`config.mk`:
```
export PLATFORM = sky130hd
export DESIGN_NAME = ex_muldiv_unit
export DESIGN_NICKNAME = d
export VERILOG_FILES = /design/src/rtl/ex_muldiv_unit_pkg.sv /design/src/rtl/ex_muldiv_unit_sign_fix.sv /design/src/rtl/ex_muldiv_unit.sv
export SDC_FILE = /design/constraint.sdc
export NUM_CORES = 1
export LEC_CHECK = 0
export CAP_MARGIN = 20
export CORE_MARGIN = 2
export CORE_UTILIZATION = 65
export DETAILED_ROUTE_END_ITERATION = 6
export DONT_BUFFER_PORTS = 1
export MAX_ROUTING_LAYER = met4
export PLACE_DENSITY = 0.91
export SLEW_MARGIN = 10
export SYNTH_ARGS = -nofsm -noshare
export SYNTH_HDL_FRONTEND = slang
export SYNTH_SLANG_ARGS = --single-unit
```
`constraint.sdc`:
```
create_clock -name clk -period 12.4 [get_ports clk]
set_input_delay 2.48 -clock clk [delete_from_list [all_inputs] [get_ports clk]]
set_output_delay 2.48 -clock clk [all_outputs]
set_load 0.01 [all_outputs]
```
`src/rtl/ex_muldiv_unit_pkg.sv`:
```
// Shared mul/div opcodes, FSM state type and decode helpers.
// Imported by the ID decoder and by the EX mul/div unit.
package ex_muldiv_unit_pkg;

    localparam int SIZE_MDOP = 2;
    localparam int WIDTH     = 32;

    localparam logic [SIZE_MDOP:0] MD_OP_NONE  = 3'd0;
    localparam logic [SIZE_MDOP:0] MD_OP_MULT  = 3'd1;
    localparam logic [SIZE_MDOP:0] MD_OP_MULTU = 3'd2;
    localparam logic [SIZE_MDOP:0] MD_OP_DIV   = 3'd3;
    localparam logic [SIZE_MDOP:0] MD_OP_DIVU  = 3'd4;
    localparam logic [SIZE_MDOP:0] MD_OP_MTHI  = 3'd5;
    localparam logic [SIZE_MDOP:0] MD_OP_MTLO  = 3'd6;

    typedef enum logic {
        S_IDLE = 1'b0,
        S_BUSY = 1'b1
    } md_state_e;

    function automatic logic md_is_iter(
        input logic [SIZE_MDOP:0] op
    );
        return (op >= MD_OP_MULT) && (op <= MD_OP_DIVU);
    endfunction

    function automatic logic md_is_signed(
        input logic [SIZE_MDOP:0] op
    );
        return (op == MD_OP_MULT) || (op == MD_OP_DIV);
    endfunction

    function automatic logic md_is_div(
        input logic [SIZE_MDOP:0] op
    );
        return (op == MD_OP_DIV) || (op == MD_OP_DIVU);
    endfunction

endpackage

```
`src/rtl/ex_muldiv_unit_sign_fix.sv`:
```
// Conditional two's-complement negate: magnitude on the way in,
// sign restore on the way out.
module md_sign_fix #(
    parameter int WIDTH = 32
) (
    input  logic [WIDTH-1:0] val_i,
    input  logic             neg_i,
    output logic [WIDTH-1:0] val_o
);

    assign val_o = neg_i ? (~val_i + WIDTH'(1)) : val_i;

endmodule

```
`src/rtl/ex_muldiv_unit.sv`:
```
// EX-stage iterative multiply/divide unit owning HI/LO.
// One multiplier/quotient bit per cycle; stalls the front end.
module ex_muldiv_unit
    import ex_muldiv_unit_pkg::*;
#(
    parameter int WIDTH = 32,
    parameter int CNT_W = 5
) (
    input  logic             clk,
    input  logic             rst_n,
    input  logic             start_i,
    input  logic [2:0]       op_i,
    input  logic [WIDTH-1:0] rs_i,
    input  logic [WIDTH-1:0] rt_i,
    input  logic             flush_i,
    output logic             stall_o,
    output logic             busy_o,
    output logic             done_o,
    output logic [WIDTH-1:0] hi_o,
    output logic [WIDTH-1:0] lo_o
);

    localparam logic [CNT_W-1:0] LAST = CNT_W'(WIDTH - 1);

    md_state_e          state;
    logic [CNT_W-1:0]   cnt;
    logic [2*WIDTH-1:0] acc;
    logic [2*WIDTH-1:0] acc_nx;
    logic [WIDTH-1:0]   b_q;
    logic [WIDTH-1:0]   rs_q;
    logic               div_q;
    logic               neg_q;
    logic               rneg_q;
    logic               div0_q;

    logic             accept;
    logic             mt_hi;
    logic             mt_lo;
    logic             last;
    logic             sgn_in;
    logic [WIDTH-1:0] a_mag;
    logic [WIDTH-1:0] b_mag;

    logic [WIDTH:0]     sum;
    logic [WIDTH:0]     rem_t;
    logic [WIDTH-1:0]   trial;
    logic               geq;
    logic [2*WIDTH-1:0] prod;
    logic [WIDTH-1:0]   quo;
    logic [WIDTH-1:0]   rem;
    logic [WIDTH-1:0]   hi_nx;
    logic [WIDTH-1:0]   lo_nx;

    always_comb begin
        accept = 1'b0;
        mt_hi  = 1'b0;
        mt_lo  = 1'b0;
        if (state == S_IDLE && start_i && !flush_i) begin
            accept = md_is_iter(op_i);
            mt_hi  = (op_i == MD_OP_MTHI);
            mt_lo  = (op_i == MD_OP_MTLO);
        end
    end

    assign sgn_in  = md_is_signed(op_i);
    assign last    = (state == S_BUSY) && (cnt == LAST);
    assign busy_o  = (state == S_BUSY);
    assign stall_o = accept || (busy_o && cnt != LAST);
    assign done_o  = last && !flush_i;

    md_sign_fix #(.WIDTH(WIDTH)) u_abs_a (
        .val_i (rs_i),
        .neg_i (sgn_in & rs_i[WIDTH-1]),
        .val_o (a_mag)
    );

    md_sign_fix #(.WIDTH(WIDTH)) u_abs_b (
        .val_i (rt_i),
        .neg_i (sgn_in & rt_i[WIDTH-1]),
        .val_o (b_mag)
    );

    // acc = {partial/remainder, multiplier/dividend} for both op kinds
    always_comb begin
        sum    = {1'b0, acc[2*WIDTH-1:WIDTH]} + {1'b0, b_q};
        rem_t  = acc[2*WIDTH-1:WIDTH-1];
        trial  = rem_t[WIDTH-1:0] - b_q;
        geq    = (rem_t >= {1'b0, b_q});
        acc_nx = {1'b0, acc[2*WIDTH-1:1]};
        if (div_q) begin
            if (geq)
                acc_nx = {trial, acc[WIDTH-2:0], 1'b1};
            else
                acc_nx = {rem_t[WIDTH-1:0], acc[WIDTH-2:0], 1'b0};
        end else if (acc[0]) begin
            acc_nx = {sum, acc[WIDTH-1:1]};
        end
    end

    md_sign_fix #(.WIDTH(2*WIDTH)) u_fix_p (
        .val_i (acc_nx),
        .neg_i (neg_q),
        .val_o (prod)
    );

    md_sign_fix #(.WIDTH(WIDTH)) u_fix_q (
        .val_i (acc_nx[WIDTH-1:0]),
        .neg_i (neg_q),
        .val_o (quo)
    );

    md_sign_fix #(.WIDTH(WIDTH)) u_fix_r (
        .val_i (acc_nx[2*WIDTH-1:WIDTH]),
        .neg_i (rneg_q),
        .val_o (rem)
    );

    always_comb begin
        hi_nx = prod[2*WIDTH-1:WIDTH];
        lo_nx = prod[WIDTH-1:0];
        if (div_q) begin
            hi_nx = div0_q ? rs_q : rem;
            lo_nx = div0_q ? '1 : quo;
        end
    end

    always_ff @(posedge clk or negedge rst_n) begin
        if (!rst_n) begin
            state  <= S_IDLE;
            cnt    <= '0;
            acc    <= '0;
            b_q    <= '0;
            rs_q   <= '0;
            div_q  <= 1'b0;
            neg_q  <= 1'b0;
            rneg_q <= 1'b0;
            div0_q <= 1'b0;
            hi_o   <= '0;
            lo_o   <= '0;
        end else begin
            unique case (state)
                S_IDLE: begin
                    unique case (1'b1)
                        accept: begin
                            state  <= S_BUSY;
                            cnt    <= '0;
                            acc    <= {{WIDTH{1'b0}}, a_mag};
                            b_q    <= b_mag;
                            rs_q   <= rs_i;
                            div_q  <= md_is_div(op_i);
                            neg_q  <= sgn_in & (rs_i[WIDTH-1] ^ rt_i[WIDTH-1]);
                            rneg_q <= sgn_in & rs_i[WIDTH-1];
                            div0_q <= (rt_i == '0);
                        end
                        mt_hi:   hi_o <= rs_i;
                        mt_lo:   lo_o <= rs_i;
                        default: ;
                    endcase
                end
                S_BUSY: begin
                    if (flush_i) begin
                        state <= S_IDLE;
                        cnt   <= '0;
                    end else if (last) begin
                        state <= S_IDLE;
                        cnt   <= '0;
                        hi_o  <= hi_nx;
                        lo_o  <= lo_nx;
                    end else begin
                        cnt <= cnt + CNT_W'(1);
                        acc <= acc_nx;
                    end
                end
                default: state <= S_IDLE;
            endcase
        end
    end

endmodule

```
## After elaboration in Yosys (flattened, before gate mapping)

Cells that the tools add are included.

- Logic and storage cells: 95
- Output and inout port bits: 67
- Input port bits: 71
- Register bits: 202

- Reductions and logical operators: 15
- Add/sub/neg operators: 8
- Muxes and demuxes: 35
- Eq/ne operators: 13
- Bitwise gates (word level): 10
- $lt $le $gt $ge: 3

Operator list:

| operator | number |
|---|---|
| $mux W32 | 14 |
| $mux W64 | 7 |
| $add A32 B1 Y32 const B | 4 |
| $not A32 Y32 | 4 |
| $pmux W32 S2 | 2 |
| $pmux W64 S2 | 1 |
| $add A64 B1 Y64 const B | 1 |
| $not A64 Y64 | 1 |
| $add A32 B32 Y33 | 1 |
| $ge A33 B32 Y1 | 1 |
| $logic_not A32 Y1 | 1 |
| $sub A32 B32 Y32 | 1 |
| $mux W5 | 3 |
| $ne A2 B2 Y1 const B | 5 |
| $pmux W5 S2 | 1 |
| $eq A3 B3 Y1 const B | 3 |
| $reduce_and A3 Y1 | 3 |
| $logic_and A1 B1 Y1 | 6 |
| $mux W1 | 6 |
| $add A5 B1 Y5 const B | 1 |
| $eq A5 B5 Y1 const B | 1 |
| $ne A5 B5 Y1 const B | 1 |
| $and A1 B1 Y1 | 3 |
| $eq A3 B1 Y1 const B | 1 |
| 10 further kinds | 12 |

## Logic depth before layout (Yosys ltp)

Gate-level depths: netlist of the first run.

- Depth after elaboration: 11
- Gate-level depth with buffers: 22
- Depth with buffers taken out: 20

## Cells and area by module

A second synthesis of the first run with hierarchy kept.

- Cell total of the unflattened synthesis: 2,246
- Area total of the unflattened synthesis: 19,187.2 µm²

Modules (own cells, without submodules):

| module | cells an instance | sequential area each (µm²) | area each (µm²) | instances |
|---|---|---|---|---|
| ex_muldiv_unit | 1,644 | 5,054.8 | 14,430.1 | 1 |
| md_sign_fix at u_abs_a ... | 99 | 0.0 | 777.0 | 4 |
| md_sign_fix at u_fix_p | 206 | 0.0 | 1,649.1 | 1 |

## Worst setup path after synthesis of the first run

OpenSTA, ideal clock, no wires.

- Kind: input port to output port
- Start: in flush_i
- End: out stall_o
- Path slack: 6.022 ns
- Stages on the path: 8
- Required time: 9.920 ns
- Arrival time: 3.898 ns
- Cells stage by stage: nor2_1 > and2_1 > clkbuf_1 > nand2_1 > clkbuf_1 > clkbuf_1 > clkbuf_1 > nand2_1

- Word-level cells in the longest chain between the ends: 4

Ends and longest elaborated chain:

| item | RTL line | RTL |
|---|---|---|
| start: declaration | ex_muldiv_unit.sv:15 | `input logic flush_i,` |
| $logic_not A1 Y1 | ex_muldiv_unit.sv:58 | `if (state == S_IDLE && start_i && !flush_i) begin` |
| $logic_and A1 B1 Y1 | ex_muldiv_unit.sv:58 |  |
| $mux W1 | ex_muldiv_unit.sv:58 |  |
| $logic_or A1 B1 Y1 | ex_muldiv_unit.sv:68 | `assign stall_o = accept \|\| (busy_o && cnt != LAST);` |
| end: declaration | ex_muldiv_unit.sv:16 | `output logic stall_o,` |

No other way between the ends.

## Final worst setup path of the first run

- Start: reg acc[57]
- End: reg hi_o[26]

- Word-level cells in the longest chain between the ends: 11
- Elaborated cells on any way between the ends: 17

Ends and longest elaborated chain:

| item | RTL line | RTL |
|---|---|---|
| start: declaration | ex_muldiv_unit.sv:27 | `logic [2*WIDTH-1:0] acc;` |
| start signal: assignment | ex_muldiv_unit.sv:147 | `acc <= {{WIDTH{1'b0}}, a_mag};` |
| start signal: assignment | ex_muldiv_unit.sv:171 | `acc <= acc_nx;` |
| $add A32 B32 Y33 (tied with other cells) | ex_muldiv_unit.sv:85 | `sum = {1'b0, acc[2*WIDTH-1:WIDTH]} + {1'b0, b_q};` |
| $mux W64, on equally long branches | ex_muldiv_unit.sv:95, ex_muldiv_unit.sv:91 |  |
| $mux W64 * | ex_muldiv_unit.sv:90 | `if (div_q) begin` |
| $not A32 Y32 | ex_muldiv_unit_sign_fix.sv:11 | `assign val_o = neg_i ? (~val_i + WIDTH'(1)) : val_i;` |
| $add A32 B1 Y32 | ex_muldiv_unit_sign_fix.sv:11 |  |
| $mux W32 | ex_muldiv_unit_sign_fix.sv:11 |  |
| $mux W32 | ex_muldiv_unit.sv:122 | `hi_nx = div0_q ? rs_q : rem;` |
| $mux W32 * | ex_muldiv_unit.sv:121 | `if (div_q) begin` |
| $mux W32 * | ex_muldiv_unit.sv:164 | `end else if (last) begin` |
| $mux W32 * | ex_muldiv_unit.sv:161 | `if (flush_i) begin` |
| $pmux W32 S2 * | ex_muldiv_unit.sv:141 | `unique case (state)` |
| end signal: assignment | ex_muldiv_unit.sv:155 | `mt_hi: hi_o <= rs_i;` |
| end signal: assignment | ex_muldiv_unit.sv:167 | `hi_o <= hi_nx;` |
| end: declaration | ex_muldiv_unit.sv:19 | `output logic [WIDTH-1:0] hi_o,` |

Mark *: on every way between the ends. The rest lies on a longest branch, timed or not. The select of a mux whose other input is x is not followed.
A chain may end at the register's enable or synchronous reset.

==> flow_summary.yaml, run 1 <==
outcome:
  status: "finished clean"
floorplanning:
  die_w_um: 170
  die_h_um: 170
  rows: 60
  io_pins: 138
  die-area_um2: 29000
  initial_utilization: 0.664
  coreArea_um2: 27000
cells_and_area:
  final_common_cell: "nand2_1"
  nets: 2347
  drive_gt1_frac: 0.0747
  multi_input_area_um2: 12000
  syn2layout_area_growth_pct: 4.51
  postLayoutCoreUtil: 0.694
  regArea_um2: 5060
  nFillCells: 2253
  final_cell_mix: "nand2_1, o21ai_0, dfrtp_1"
clock_tree:
  clock-root-buffer: "clkbuf_16"
  numCtsBuffers: 25
  clkSinkCount: 202
  post_cts_buffers: 0
  cts_tree: "yes"
  cts.path.max_buffers: 3
  hold_buffers: 0
  clk_pin_slew_ns: 0.06
  clk_latency_ns: 0.54
  htreeDepth: 1
  cts_resized: 0
yosys:
  yosys-mux-area-fraction: 0.0467
  synthXorXnorAreaFrac: 0.0756
  syn_area_um2: 17900
  synthAdderAreaFrac: 0.0510
  async_reset_ff_frac: 1.00
  synth.yosys.seq_area_share: 0.282
  synth_area_per_cell_um2: 7.81
  netlist_instances: 2299
  synth_fp_nets: 2442
  synth-main-ff-cell: "dfrtp_1"
  synth_compound_area_frac: 0.280
  synthDistinctLibCells: 102
  yosys_warnings: 0
  synth-simple-area-share: 0.213
  synth_seq_cells: 202
  synth-edff-count: 0
  synth_top_family_by_area: "compound AO/OA/AOI/OAI gates"
setup_path:
  slowest_delay_ns: 0.77
  cp_common_cell: "a21oi_1"
  cp_top_family: "simple AND/OR/NAND/NOR gates"
  cp_data_arrival_time_ns: 6.96
  regToRegSetupSlack_ns: 5.86
  cp-end-kind: "flop"
  path_buf_inv: 2
  worstSetupStartpointType: "flop"
  cp_cell_sequence: "ha_1 > a21oi_1 > o21ai_0 > a21oi_1 > o211ai_2 > buf_4 > nor2_4 > a21oi_2 > inv_2 > ha_1 > o211ai_1 > nor4b_1 > nand4_1 > or2_2 > nor2_1 > nand3_1 > o41ai_1 > xor2_1 > a22oi_1 > a21oi_1"
  slowest_stage: "nor4b_1"
  critical_path_class: "flop to flop"
  cp.required_ns: 12.82
  cp_max_fo: 18
placed_design:
  gp_congestion: 1.00
  io_buffers: 0
  detailed_place_hpwl_um: 44000
power:
  peakVddDrop_v: 0.000214
  powerDensity_nw_per_um2: 266
  p_leak_uw: 0.00790
global_route:
  grt_max_degree: 203
  use_met3: 0.0947
  grt_overflow: 0
  grt_use_total: 0.423
  antenna_found_initial: 1
  grt.busiest_layer: "met2"
  grt_pass1_wl_um: 94700
  met1_usage: 0.551
  grt_pass1_vias: 17300
  grtUsageMet2: 0.637
timing:
  worst_slew_pin_slew_ns: 1.11
  finalSetupViolations: 0
  fmax_ghz: 0.153
  hold-worst-slack_ns: 0.478
  final-max-slew-violation-count: 0
  fin_skew_ns: 0.0153
  tns_ns: 0
  finalHoldViolCount: 0
  rsz0062_at_grt: "no"
  period_needed_ns: 6.54
  timing.final.crit_share: 0.527
  maxSlewHeadroom: 0.262
drt:
  drtIter0Drc: 2478
  vias: 18400
  drc_errors: 0
  firstDrtPassIters: 7
  wl_um: 60200
  wl_per_cell_um: 23.5
  vias_per_cell: 7.19
  antenna_left: 0
min_path:
  hp-class: "flop to flop"
job:
  max-cap-violations: 0
==> where the power goes <==
part	internal [uW]	switching [uW]
sequential	858	258
clock	406	301
combinational	1150	2020
total	2410	2580
==> layer usage <==
metal | part of all wire | vias to the layer above
met5 | 0 | -
met4 | 0.049 | 0
met3 | 0.11 | 233
met2 | 0.44 | 1159
met1 | 0.40 | 8774
li1 | - | 8250
==> path summary, 6_finish.rpt <==
kind	from	end	depth (start not counted)
worst max-delay path	acc[57]	hi_o[26]	20
worst max register to register	acc[57]	hi_o[26]	20
min in group asynchronous	rst_n	b_q[9]	0
max in group asynchronous	rst_n	busy_o	0
worst min register to register	rs_q[4]	rs_q[4]	2
worst min-delay path	rs_q[4]	rs_q[4]	2
==> metrics by stage <==
stage,total power (uW),cell area (um^2),std cells,setup WS (ns)
floorplan,3410,17900,2299,6.02
global placement,4100,18000,2518,6.09
detailed placement,4170,18000,2518,6.02
CTS,4890,18800,2562,6.02
global route,5290,18800,2563,5.73
finish,4990,18800,2563,5.86
==> cell usage after synthesis (6+ instances only) <==
cell type  instances  area, um^2
o21ai_0          229        1150
nand2b_1          18         113
or4_1             10        75.1
a21oi_1          176         881
o22ai_1           37         231
o31ai_1           29         218
xor2_1            60         526
buf_1              9        33.8
nor2b_1           17         106
a31oi_1           41         257
nand3_1           72         360
a311oi_1           7        61.3
or2_2             12        75.1
or3_1             29         181
nor4_1            22         138
a211o_1           12         105
o211ai_1          28         210
a21boi_0           6        45.0
a221oi_1          13         114
a211oi_1          18         135
nand2_1          290        1090
nor2_1           177         664
inv_1             81         304
o21a_1            17         128
xnor2_1           95         832
nor3_1            51         255
mux2_2            38         428
o41ai_1           13         114
nor3b_1            7        52.6
and2_1            12        75.1
nand4_1           26         163
ha_1              70         876
a21o_1            22         165
o21bai_1           8        60.1
dfrtp_1          202        5050
mux2i_1           41         410
clkbuf_1         103         387
buf_2             29         145
a41oi_1            6        52.6
o2111ai_1          7        61.3
o221ai_1          16         140
and3_1            27         169
==> cells by family (layout without fill, tap and decap cells) <==
family,after synthesis,count (layout)
other,0,1
buffers and inverters,231,153
flip-flops,202,202
XOR/XNOR,155,155
adder cells (fa/ha/maj),72,72
AO/OA/AOI/OAI,762,762
AND/OR/NAND/NOR,798,798
multiplexers,79,79
==> registers in the layout, summed over array words and instances, names as in the netlist <==
signal / count
busy_o: 1
div0_q: 1
acc: 64
rneg_q: 1
b_q: 32
div_q: 1
rs_q: 32
lo_o: 32
cnt: 5
hi_o: 32
neg_q: 1
==> cell type report <==
cell class / instances / area share
clock inverters: 5 / 0.00180
well taps: 341 / 0.0227
multi-input cells: 1866 / 0.639
clock buffers: 39 / 0.0394
diodes: 1 / 0.000133
repair buffers: 25 / 0.0100
flip-flops and latches: 202 / 0.270
inverters: 84 / 0.0168
==> worst reg2reg max path, delay by kind of cell, from the launching register on <==
family / cells / cell delay (ns)
and+or+nand+nor: 6 / 2.78
AOI/OAI and AO/OA: 9 / 2.14
adders and majority gates: 2 / 0.62
DFF: 1 / 0.43
buffers and inverters: 2 / 0.35
xor gates and xnor gates: 1 / 0.12
Power figures use the tool's default switching activity.
==> inputs of run 2 (changes only) <==
CORE_UTILIZATION = 60   (was 65)
PLACE_DENSITY = 0.89   (was 0.91)
clock period = 5.6 ns   (was 12.4 ns; I/O delays follow)
==> flow_summary.yaml, run 2 (synthesis gave the netlist of run 1 again) <==
outcome:
  status: "finished clean"
setup_path:
  cp-end-kind: "flop"
  cp_max_fo: 13
  cp.required_ns: 6.03
  cp_data_arrival_time_ns: 5.78
  critical_path_class: "flop to flop"
  worstSetupStartpointType: "flop"
cells_and_area:
  top_register: "acc"
  drive_gt1_frac: 0.0918
  final_common_cell: "nand2_1"
  final_cell_mix: "nand2_1, o21ai_0, dfrtp_1"
  n_antenna_cell: 0
  largest_register_ffs: 64
  syn2layout_area_growth_pct: 6.82
  design_area_um2: 19200
  nets: 2380
drt:
  antenna_left: 0
  drc_errors: 0
  wl_per_cell_um: 24.3
  vias: 18700
  wl_um: 64200
  firstDrtPassIters: 7
  vias_per_cell: 7.08
  drtIter0Drc: 2616
clock_tree:
  hold_buffers: 0
  clk_latency_ns: 0.56
  clkSinkCount: 202
  numCtsBuffers: 25
  htreeDepth: 1
  clock-root-buffer: "clkbuf_16"
  clk_pin_slew_ns: 0.06
  cts.path.max_buffers: 3
  cts_tree: "yes"
timing:
  maxSlewHeadroom: 0.218
  final-max-slew-violation-count: 0
  timing.final.crit_share: 0.956
  finalHoldViolCount: 0
  worst_slew_pin_slew_ns: 1.17
  fin_skew_ns: 0.0258
  period_needed_ns: 5.35
  tns_ns: 0
  finalSetupViolations: 0
  rsz0062_at_grt: "no"
  timing.final.ws_setup_ns: 0.246
  fmax_ghz: 0.187
floorplanning:
  io_pins: 138
  coreArea_um2: 29600
  initial_utilization: 0.607
  rows: 63
  die-area_um2: 31300
  die_h_um: 177
  die_w_um: 177
placed_design:
  postPlaceCellArea_um2: 18300
  detailed_place_hpwl_um: 46800
  io_buffers: 0
  place_ws_ns: 0.311
  gp_congestion: 1.00
power:
  powerDensity_nw_per_um2: 610
  peakVddDrop_v: 0.000338
  p_leak_uw: 0.00812
global_route:
  grt_overflow: 0
  grt_use_total: 0.415
  antenna_found_initial: 1
  grt_pass1_vias: 17700
  use_met3: 0.0829
  met1_usage: 0.552
  grtUsageMet2: 0.619
  grt_pass1_wl_um: 100000
  grt.busiest_layer: "met2"
  grt_max_degree: 203
job:
  max-cap-violations: 0
min_path:
  hp-class: "input port to async pin"
## run 2: changes by cell type in the layout (fill, tap and decap cells not counted), sizes merged
cell      change
buf          +33
clkbuf        -5
clkinv        +4
bufinv        +2
clkinvlp      -2
diode         -1
inv           +1
## run 2: final timing paths
check	slack, ns	from	cells past startpoint	end
setup / recovery	0.25	b_q[1]	19	hi_o[2]
setup reg to reg	0.25	b_q[1]	19	hi_o[2]
min in group clk	0.48	rs_q[4]	2	rs_q[4]
hold / removal	0.28	rst_n	0	b_q[13]
max in group asynchronous	4.82	rst_n	0	acc[57]
hold reg to reg	0.48	rs_q[4]	2	rs_q[4]
## run 2: timing repair
action | 4_1_cts | 5_1_grt
endpoints found under the setup margin | 0 | 5
gates resized for setup | 0 | 2
buffers inserted | 0 | 0
## run 2: metal layers
metal,vias up,wire length [um]
met1,8887,25800
met4,0,3120
li1,8325,-
met2,1271,28100
met3,235,7190
met5,-,0
## run 2: layout make-up
class	count	area [um^2]
Sequential cell	202	5060
Multi-Input combinational cell	1866	12000
Inverter	84	315
Clock buffer	34	719
Tap cell	390	488
Timing Repair Buffer	58	468
Fill cell	2549	10400
Clock inverter	10	115
## run 2: critical path: stages (launching register included)
cell and delay [ns]:
dfrtp_1 0.38, inv_1 0.17, ha_1 0.28, nor2b_1 0.16, o21bai_1 0.36, a21boi_4 0.15
o31a_4 0.46, nor2_4 0.17, a21oi_2 0.11, inv_2 0.13, ha_1 0.19, o211ai_1 0.19
nor4b_2 0.46, nand4_1 0.26, or3_1 0.60, o21ai_0 0.30, xor2_1 0.20, nor2_1 0.07
a211oi_1 0.44, o31ai_1 0.13
## run 2: where the power goes
| group | total, uW | internal [uW] | switching [uW] |
|---|---|---|---|
| clock network | 1690 | 990 | 697 |
| logic | 7540 | 2800 | 4750 |
| registers | 2460 | 1900 | 564 |
| total | 11700 | 5690 | 6010 |
## run 2: stage by stage
stage | hold WS [ns] | power [uW] | utilization | cells
6_report | 0.279 | 11700 | 0.649 | 2644
4_1_cts | 0.255 | 11400 | 0.648 | 2643
2_1_floorplan | 0.441 | 7550 | - | 2299
3_3_place_gp | 0.460 | 9560 | 0.620 | 2599
5_1_grt | 0.256 | 12300 | 0.649 | 2644
3_5_place_dp | 0.468 | 9700 | 0.620 | 2599
==> inputs of run 3 (changes only) <==
CORE_UTILIZATION = 45   (was 60)
PLACE_DENSITY = 0.72   (was 0.89)
==> flow_summary.yaml, run 3 (synthesis gave the netlist of run 1 again) <==
floorplanning:
  rows: 73
  die-area_um2: 41500
  coreArea_um2: 39500
  die_h_um: 204
  io_pins: 138
  die_w_um: 204
  initial_utilization: 0.454
timing:
  fmax_ghz: 0.191
  rsz0062_at_grt: "no"
  maxSlewHeadroom: 0.282
  fin_skew_ns: 0.0104
  worst_slew_pin_slew_ns: 1.07
  final-max-slew-violation-count: 0
  finalSetupViolations: 0
  timing.final.crit_share: 0.936
  period_needed_ns: 5.24
  finalHoldViolCount: 0
  tns_ns: 0
job:
  max-cap-violations: 0
setup_path:
  cp_data_arrival_time_ns: 5.73
  cp.required_ns: 6.09
  cp_max_fo: 13
  worstSetupStartpointType: "flop"
  r2r_cells: 20
  critical_path_class: "flop to flop"
  cp-end-kind: "flop"
clock_tree:
  clk_latency_ns: 0.57
  clock-root-buffer: "clkbuf_16"
  clk_pin_slew_ns: 0.06
  cts_tree: "yes"
  hold_buffers: 0
  post_cts_buffers: 0
  cts.path.max_buffers: 3
  clkSinkCount: 202
  htreeDepth: 1
  numCtsBuffers: 26
power:
  peakVddDrop_v: 0.000300
  p_leak_uw: 0.00814
  powerDensity_nw_per_um2: 598
drt:
  vias_per_cell: 6.50
  antenna_left: 0
  route.met2.wl_um: 28900
  wl_met1_um: 27000
  drtIter0Drc: 1743
  drc_errors: 0
  wl_met3_um: 5600
  vias: 18100
  routed.top_layer: "met4"
  firstDrtPassIters: 6
  wl_um: 64800
  wl_per_cell_um: 23.2
cells_and_area:
  final_common_cell: "nand2_1"
  nFillCells: 3866
  layoutNonFillerInstCount: 2789
  nets: 2390
  syn2layout_area_growth_pct: 8.14
  top_register: "acc"
  n_antenna_cell: 0
  final_cell_mix: "nand2_1, o21ai_0, dfrtp_1"
  largest_register_ffs: 64
  drive_gt1_frac: 0.0945
global_route:
  grt_use_total: 0.318
  grt_pass1_wl_um: 101000
  antenna_found_initial: 1
  grt_max_degree: 203
  grt_pass1_vias: 17500
  grt_overflow: 0
outcome:
  status: "finished clean"
min_path:
  hp-class: "input port to async pin"
placed_design:
  dp_cells: 2743
  io_buffers: 0
  detailed_place_hpwl_um: 47600
  gp_congestion: 1.04
[run 3: cell types whose count changed in the layout (fill, tap and decap cells not counted), sizes merged]
cell	change
clkinv	-4
buf	+9
bufinv	-2
clkbuf	+8
inv	-1
[run 3: cell type report]
class	instances	area, um^2	share of cell area
flip-flops and latches	202	5060	0.261
well taps	525	657	0.0338
clock buffers	42	801	0.0413
clock inverters	3	26.3	0.00135
inverters	84	315	0.0162
repair buffers	67	539	0.0278
multi-input cells	1866	12000	0.619
[run 3: routing by layer]
layer,vias up,GRT usage
li1,8337,-
met1,8775,0.407
met2,842,0.487
met3,187,0.0628
met4,0,0.141
met5,-,-
[run 3: timing repair]
action	in CTS	in global routing
endpoints found under the hold margin	0	0
resized for setup	0	3
setup endpoints to repair	0	4
[run 3: path summary, 6_finish.rpt]
kind | slack (ns) | end | from
max | 0.36 | hi_o[26] | acc[39]
min | 0.26 | b_q[6] | rst_n
max reg2reg | 0.36 | hi_o[26] | acc[39]
min reg2reg | 0.48 | cnt[3] | cnt[3]
max in group asynchronous | 4.87 | lo_o[27] | rst_n
min in group clk | 0.48 | cnt[3] | cnt[3]
[run 3: worst max-delay path: stages, from the launching register on]
cell	delay, ns
dfrtp_1	0.43
ha_1	0.40
a21oi_1	0.26
o21a_1	0.30
o22ai_4	0.14
o31a_4	0.40
nor2_4	0.17
a21oi_2	0.09
inv_2	0.12
ha_1	0.19
o211ai_1	0.20
nor4b_2	0.29
buf_4	0.17
nand4_1	0.21
or2_2	0.40
nor2_1	0.23
nand3_1	0.16
o41ai_1	0.50
xor2_1	0.23
a22oi_1	0.11
a21oi_1	0.17
[run 3: stage by stage]
stage	power [uW]	worst slack (ns)	hold WS, ns	instance area [um^2]	utilization
final	11600	0.361	0.260	19400	0.491
after global routing	12400	0.143	0.246	19400	0.491
after CTS	11500	0.371	0.236	19400	0.490
after detailed placement	9740	0.423	0.473	18600	0.469
after global placement	9620	0.606	0.461	18500	0.469
after floorplan	7550	1.05	0.441	17900	-
[run 3: power by group]
| group | total [uW] | internal (uW) | leakage (uW) | switching [uW] |
|---|---|---|---|---|
| Combinational | 7460 | 2820 | 0.00523 | 4640 |
| Clock | 1670 | 968 | 0.000408 | 705 |
| Sequential | 2470 | 1900 | 0.00251 | 566 |
